### config.mk
export PLATFORM = sky130hd
export DESIGN_NAME = archon_override_arbiter
export DESIGN_NICKNAME = d
export VERILOG_FILES = /design/src/rtl/archon_override_arbiter.sv
export SDC_FILE = /design/constraint.sdc
export NUM_CORES = 1
export LEC_CHECK = 0
export CAP_MARGIN = 30
export CORE_UTILIZATION = 56
export CTS_CLUSTER_DIAMETER = 120
export DETAILED_ROUTE_END_ITERATION = 10
export GPL_TIMING_DRIVEN = 0
export PLACE_DENSITY = 0.92
export SETUP_SLACK_MARGIN = 0.2
export SLEW_MARGIN = 5
export SYNTH_ARGS = -nofsm -noshare
export SYNTH_HDL_FRONTEND = slang
export SYNTH_SLANG_ARGS = --single-unit
### constraint.sdc
create_clock -name clk -period 7.1 [get_ports clk]
set_input_delay 1.42 -clock clk [delete_from_list [all_inputs] [get_ports clk]]
set_output_delay 1.42 -clock clk [all_outputs]
set_load 0.03 [all_outputs]
### src/rtl/archon_override_arbiter.sv
// Priority arbiter folding the ARCHON lock/flush/stall requesters into one registered
// pipeline-control command, with hold timers, sticky lock release and recovery stalls.
module archon_override_arbiter #(
  parameter int unsigned FLUSH_CYCLES        = 3,
  parameter int unsigned MIN_STALL           = 2,
  parameter int unsigned RECOVER_CYCLES      = 2,
  parameter int unsigned LOCK_RELEASE_CYCLES = 4,
  parameter logic [7:0]  INT_STALL_THRESH    = 8'd128,
  parameter logic [15:0] EXT_FLUSH_THRESH    = 16'd50000
) (
  input  logic        clk,
  input  logic        rst,
  input  logic        quantum_override_signal,
  input  logic        analog_lock_override,
  input  logic        analog_flush_override,
  input  logic [1:0]  ml_predicted_action,
  input  logic [7:0]  internal_entropy_score,
  input  logic [15:0] external_entropy_in,
  output logic        pipe_stall,
  output logic        pipe_flush,
  output logic        sys_lock,
  output logic [2:0]  arb_state,
  output logic [2:0]  grant_src,
  output logic [7:0]  flush_event_count,
  output logic [7:0]  lock_event_count,
  output logic [7:0]  entropy_log
);

  localparam int unsigned CntW = 16;
  localparam logic [CntW-1:0] FlushLoad   = CntW'(FLUSH_CYCLES - 1);
  localparam logic [CntW-1:0] StallLoad   = CntW'(MIN_STALL - 1);
  localparam logic [CntW-1:0] RecoverLoad = CntW'(RECOVER_CYCLES - 1);
  localparam logic [CntW-1:0] RelLast     = CntW'(LOCK_RELEASE_CYCLES - 1);

  typedef enum logic [2:0] {
    StIdle    = 3'd0,
    StStall   = 3'd1,
    StFlush   = 3'd2,
    StLock    = 3'd3,
    StRecover = 3'd4
  } state_e;

  state_e          state_q, state_d;
  logic [CntW-1:0] cnt_q, cnt_d;
  logic [CntW-1:0] rel_q, rel_d;
  logic [2:0]      grant_q, grant_d;
  logic [7:0]      flush_cnt_q, flush_cnt_d;
  logic [7:0]      lock_cnt_q, lock_cnt_d;
  logic [7:0]      elog_q;

  logic       lock_req, flush_req, stall_req;
  logic [2:0] src;

  always_comb begin
    lock_req  = quantum_override_signal | analog_lock_override;
    flush_req = analog_flush_override | (external_entropy_in >= EXT_FLUSH_THRESH) |
                (ml_predicted_action == 2'b10);
    stall_req = (internal_entropy_score >= INT_STALL_THRESH) | (ml_predicted_action == 2'b01);

    src = 3'd0;
    if (quantum_override_signal)                        src = 3'd1;
    else if (analog_lock_override)                      src = 3'd2;
    else if (analog_flush_override)                     src = 3'd3;
    else if (external_entropy_in >= EXT_FLUSH_THRESH)   src = 3'd4;
    else if (ml_predicted_action == 2'b10)              src = 3'd5;
    else if (internal_entropy_score >= INT_STALL_THRESH) src = 3'd6;
    else if (ml_predicted_action == 2'b01)              src = 3'd7;
  end

  always_comb begin
    state_d     = state_q;
    cnt_d       = cnt_q;
    rel_d       = rel_q;
    grant_d     = grant_q;
    flush_cnt_d = flush_cnt_q;
    lock_cnt_d  = lock_cnt_q;

    unique case (state_q)
      StIdle: begin
        if (lock_req)       state_d = StLock;
        else if (flush_req) state_d = StFlush;
        else if (stall_req) state_d = StStall;
      end
      StStall: begin
        if (lock_req)                             state_d = StLock;
        else if (flush_req)                       state_d = StFlush;
        else if (cnt_q == '0 && !stall_req)       state_d = StIdle;
        else if (cnt_q != '0)                     cnt_d   = cnt_q - CntW'(1);
      end
      StFlush: begin
        if (lock_req)          state_d = StLock;
        else if (cnt_q == '0)  state_d = StRecover;
        else                   cnt_d   = cnt_q - CntW'(1);
      end
      StLock: begin
        // Any lock request restarts the lock-free run.
        if (lock_req)              rel_d   = '0;
        else if (rel_q == RelLast) state_d = StRecover;
        else                       rel_d   = rel_q + CntW'(1);
      end
      StRecover: begin
        if (lock_req)          state_d = StLock;
        else if (cnt_q == '0)  state_d = StIdle;
        else                   cnt_d   = cnt_q - CntW'(1);
      end
      default: state_d = StIdle;
    endcase

    if (state_d != state_q) begin
      case (state_d)
        StLock: begin
          rel_d   = '0;
          grant_d = src;
          if (lock_cnt_q != 8'hff) lock_cnt_d = lock_cnt_q + 8'd1;
        end
        StFlush: begin
          cnt_d   = FlushLoad;
          grant_d = src;
          if (flush_cnt_q != 8'hff) flush_cnt_d = flush_cnt_q + 8'd1;
        end
        StStall: begin
          cnt_d   = StallLoad;
          grant_d = src;
        end
        StRecover: cnt_d   = RecoverLoad;
        StIdle:    grant_d = 3'd0;
        default:   ;
      endcase
    end
  end

  always_ff @(posedge clk) begin
    if (rst) begin
      state_q     <= StIdle;
      cnt_q       <= '0;
      rel_q       <= '0;
      grant_q     <= 3'd0;
      flush_cnt_q <= 8'd0;
      lock_cnt_q  <= 8'd0;
      elog_q      <= 8'd0;
    end else begin
      state_q     <= state_d;
      cnt_q       <= cnt_d;
      rel_q       <= rel_d;
      grant_q     <= grant_d;
      flush_cnt_q <= flush_cnt_d;
      lock_cnt_q  <= lock_cnt_d;
      if (state_d != state_q) elog_q <= internal_entropy_score;
    end
  end

  assign arb_state         = state_q;
  assign pipe_stall        = (state_q == StStall) | (state_q == StLock) | (state_q == StRecover);
  assign pipe_flush        = (state_q == StFlush);
  assign sys_lock          = (state_q == StLock);
  assign grant_src         = grant_q;
  assign flush_event_count = flush_cnt_q;
  assign lock_event_count  = lock_cnt_q;
  assign entropy_log       = elog_q;

endmodule
==> metrics.txt <==
# TYPE chip_impl_metric gauge
chip_impl_metric{name="cap_violations",unit=""} 0
chip_impl_metric{name="timing.final.setup_violations",unit=""} 0
chip_impl_metric{name="n_antenna_cell",unit=""} 0
chip_impl_metric{name="antenna_found_initial",unit=""} 0
chip_impl_metric{name="finalCritPeriodShare",unit=""} 0.615
chip_impl_metric{name="detail_route.iter0.violations",unit=""} 176
chip_impl_metric{name="seq_cell_area",unit="µm²"} 1240
chip_impl_metric{name="synthArstFlopShare",unit=""} 0
chip_impl_metric{name="synth_enable_flop_cells",unit=""} 0
chip_impl_metric{name="synthesis.area_per_instance",unit="µm²"} 8.39
chip_impl_metric{name="powerDensity",unit="nW/µm²"} 215
chip_impl_metric{name="overflow",unit=""} 0
chip_impl_metric{name="gp_routability_congestion",unit=""} 0.980
chip_impl_metric{name="worst_hold_slack_after_final_layout",unit="ns"} 0.498
chip_impl_metric{name="routed_via_density",unit=""} 6.00
chip_impl_metric{name="synth_nets",unit=""} 427
chip_impl_metric{name="worst_pin_slew",unit="ns"} 0.902
chip_impl_metric{name="final_wl",unit="µm"} 8510
chip_impl_metric{name="vdd.ir_drop.worst",unit="mV"} 0.145
chip_impl_metric{name="clk_transition_reported_paths",unit="ns"} 0.07
chip_impl_metric{name="finish.net_count",unit=""} 497
chip_impl_metric{name="post-route-drc-count",unit=""} 0
chip_impl_metric{name="wire_per_inst",unit="µm"} 15.8
chip_impl_metric{name="post_synth_inst_count",unit=""} 392
chip_impl_metric{name="slew_headroom",unit=""} 0.393
chip_impl_metric{name="timing.final.ws_setup",unit="ns"} 2.73
chip_impl_metric{name="initial_utilization",unit=""} 0.590
chip_impl_metric{name="static-leakage-power",unit="nW"} 1.52
chip_impl_metric{name="route.antenna.remaining_nets",unit=""} 0
chip_impl_metric{name="hold_vio_cnt_final",unit=""} 0
chip_impl_metric{name="vias",unit=""} 3236
chip_impl_metric{name="top_level_ports",unit=""} 64
chip_impl_metric{name="area_growth",unit="%"} 25.8
chip_impl_metric{name="cts_hold_repair.buffers",unit=""} 0
chip_impl_info{name="cp-end-kind",value="flip-flop"} 1
chip_impl_info{name="crit_type",value="in2reg"} 1
chip_impl_metric{name="die-width",unit="µm"} 78.7
chip_impl_metric{name="fin_worst_skew",unit="ns"} 0.0119
chip_impl_metric{name="maxSlewViolCount",unit=""} 0
chip_impl_info{name="clockRootBuffer",value="clkbuf_8"} 1
chip_impl_info{name="synth_flop_cell",value="dfxtp_1"} 1
chip_impl_metric{name="clk_path_buf_depth",unit=""} 2
chip_impl_metric{name="worst_ep_required_time",unit="ns"} 7.35
chip_impl_metric{name="numClockSinks",unit=""} 62
chip_impl_metric{name="drive_gt1_frac",unit=""} 0.0707
chip_impl_metric{name="cts_made_buffers",unit=""} 9
chip_impl_metric{name="synthDistinctLibCells",unit=""} 60
chip_impl_metric{name="setup.reg_to_reg.worst_slack",unit="ns"} 3.94
chip_impl_metric{name="first_pass_iters",unit=""} 5
chip_impl_metric{name="die_height",unit="µm"} 78.7
chip_impl_metric{name="synth.yosys.seq_area_share",unit=""} 0.377
chip_impl_info{name="cts_tree",value="yes"} 1
chip_impl_metric{name="multi_input_area",unit="µm²"} 1960
chip_impl_metric{name="cp_data_arrival_time",unit="ns"} 4.61
chip_impl_metric{name="cts_max_level",unit=""} 3
chip_impl_metric{name="maxClockFrequency",unit="MHz"} 229
chip_impl_info{name="run_status",value="finished, final reports clean"} 1
chip_impl_metric{name="grt_start_max_net_pins",unit=""} 11
chip_impl_info{name="cp-start-kind",value="input port"} 1
chip_impl_metric{name="finalPower",unit="µW"} 891
chip_impl_metric{name="floorplan.die_area",unit="µm²"} 6190
chip_impl_metric{name="postCtsResizedCells",unit=""} 0
chip_impl_metric{name="io_buffers",unit=""} 59
chip_impl_metric{name="first_global_vias",unit=""} 3130
chip_impl_metric{name="yosys_register_bits",unit=""} 62
chip_impl_metric{name="rows",unit=""} 27
chip_impl_metric{name="finalCriticalPeriod",unit="ns"} 4.37
chip_impl_metric{name="filler_cell_count",unit=""} 381
chip_impl_metric{name="global_route_wire_length_before_repair",unit="µm"} 14200
chip_impl_metric{name="cts_setup_buffers",unit=""} 0
chip_impl_info{name="worst_hold_path_type",value="reg2reg"} 1
chip_impl_metric{name="pre_cts_slack",unit="ns"} 2.54
chip_impl_metric{name="clk_latency",unit="ns"} 0.35
chip_impl_metric{name="mapped_area",unit="µm²"} 3290
chip_impl_metric{name="grt_use_total",unit=""} 0.295
chip_impl_info{name="unrepaired_setup_endpoints_after_global_routing",value="no"} 1
chip_impl_metric{name="critical_path.max_fanout",unit=""} 10
chip_impl_metric{name="timing.setup.tns",unit="ns"} 0
chip_impl_metric{name="post-dp-hpwl",unit="µm"} 5900
chip_impl_metric{name="synth.yosys.warnings",unit=""} 0
chip_impl_metric{name="core_area",unit="µm²"} 5570
==> sequential cells by signal (all words and copies together) (netlist names) <==
| register | cells |
|---|---|
| flush_event_count | 8 |
| grant_src | 3 |
| rel_q | 16 |
| arb_state | 3 |
| cnt_q | 16 |
| entropy_log | 8 |
| lock_event_count | 8 |
==> layer usage <==
metal	vias to the layer above	wire length, µm	track usage
met1	1498	3570	0.332
met3	34	566	0.0802
met4	0	250	0.176
met5	-	0	0
li1	1555	-	-
met2	149	4130	0.496
==> final timing paths <==
kind                                         startpoint  cells past startpoint           end
worst min-delay path                           rel_q[1]                      2      rel_q[1]
worst max register to register                 cnt_q[1]                     10      cnt_q[6]
worst min register to register                 rel_q[1]                      2      rel_q[1]
worst max-delay path            external_entropy_in[13]                      9  grant_src[2]
==> where the power goes <==
| group | total [mW] | internal, mW | switching (mW) |
|---|---|---|---|
| clock | 0.274 | 0.135 | 0.140 |
| combinational | 0.239 | 0.0990 | 0.140 |
| sequential | 0.377 | 0.363 | 0.0140 |
==> placed cells by master (no fill, tap or decap), types with 7 or more instances in the layout <==
| master | instances |
|---|---|
| o21ai_0 | 15 |
| nand2_1 | 31 |
| mux2i_1 | 16 |
| xor2_1 | 15 |
| nor2_1 | 54 |
| a21oi_1 | 14 |
| inv_1 | 9 |
| nor4_1 | 12 |
| nand3_1 | 16 |
| xnor2_1 | 17 |
| nor3_1 | 23 |
| dfxtp_1 | 62 |
| clkbuf_8 | 10 |
| clkdlybuf4s50_1 | 59 |
| or3_1 | 7 |
| clkbuf_1 | 14 |
| nand2b_1 | 10 |
==> critical path: stages <==
cell             delay (ns)
clkdlybuf4s50_1        0.41
nor4_1                 0.64
nor2_1                 0.16
nor4_1                 0.78
a221o_1                0.29
a31o_2                 0.23
buf_4                  0.24
nand2_1                0.15
mux2i_1                0.29
==> cells by family after synthesis <==
group	share of synthesized area
xor gates and xnor gates	0.0852
muxes	0.0487
buffers and inverters	0.0285
AOI/OAI and AO/OA	0.153
and+or+nand+nor	0.292
DFF	0.377
adders and majority gates	0.0152
==> Yosys cell counts, types with 3 or more instances <==
cell type   n  area [µm²]
clkbuf_1   12        45.0
nand2_1    31         116
nor4_1     12        75.1
xnor2_1    17         149
nor3_1     23         115
dfxtp_1    62        1240
xor2_1     15         131
o31ai_1     3        22.5
nor2_1     54         203
ha_1        4        50.1
mux2i_1    16         160
a21oi_1    14        70.1
nand2b_1   10        62.6
or3_1       7        43.8
or4_1       5        37.5
nand4_1     6        37.5
nor2b_1     4        25.0
o21ai_0    15        75.1
o2111ai_1   4        35.0
nand3_1    16        80.1
inv_1       9        33.8
and3_1      6        37.5
==> stage by stage <==
stage                      util  cell area, µm²  instances
after floorplan               -            3290        392
after global placement    0.712            3970        523
after detailed placement  0.712            3970        523
after CTS                 0.743            4140        539
after global routing      0.743            4140        539
final                     0.743            4140        539
==> cell type report <==
| class | count | area share |
|---|---|---|
| plain buffers | 14 | 0.0145 |
| inverters | 9 | 0.00816 |
| clock buffers | 12 | 0.0351 |
| clock inverters | 4 | 0.00544 |
| flip-flops and latches | 62 | 0.300 |
| repair buffers | 59 | 0.143 |
| multi-input cells | 307 | 0.472 |
| well taps | 72 | 0.0218 |
Power figures use the tool's default switching activity.
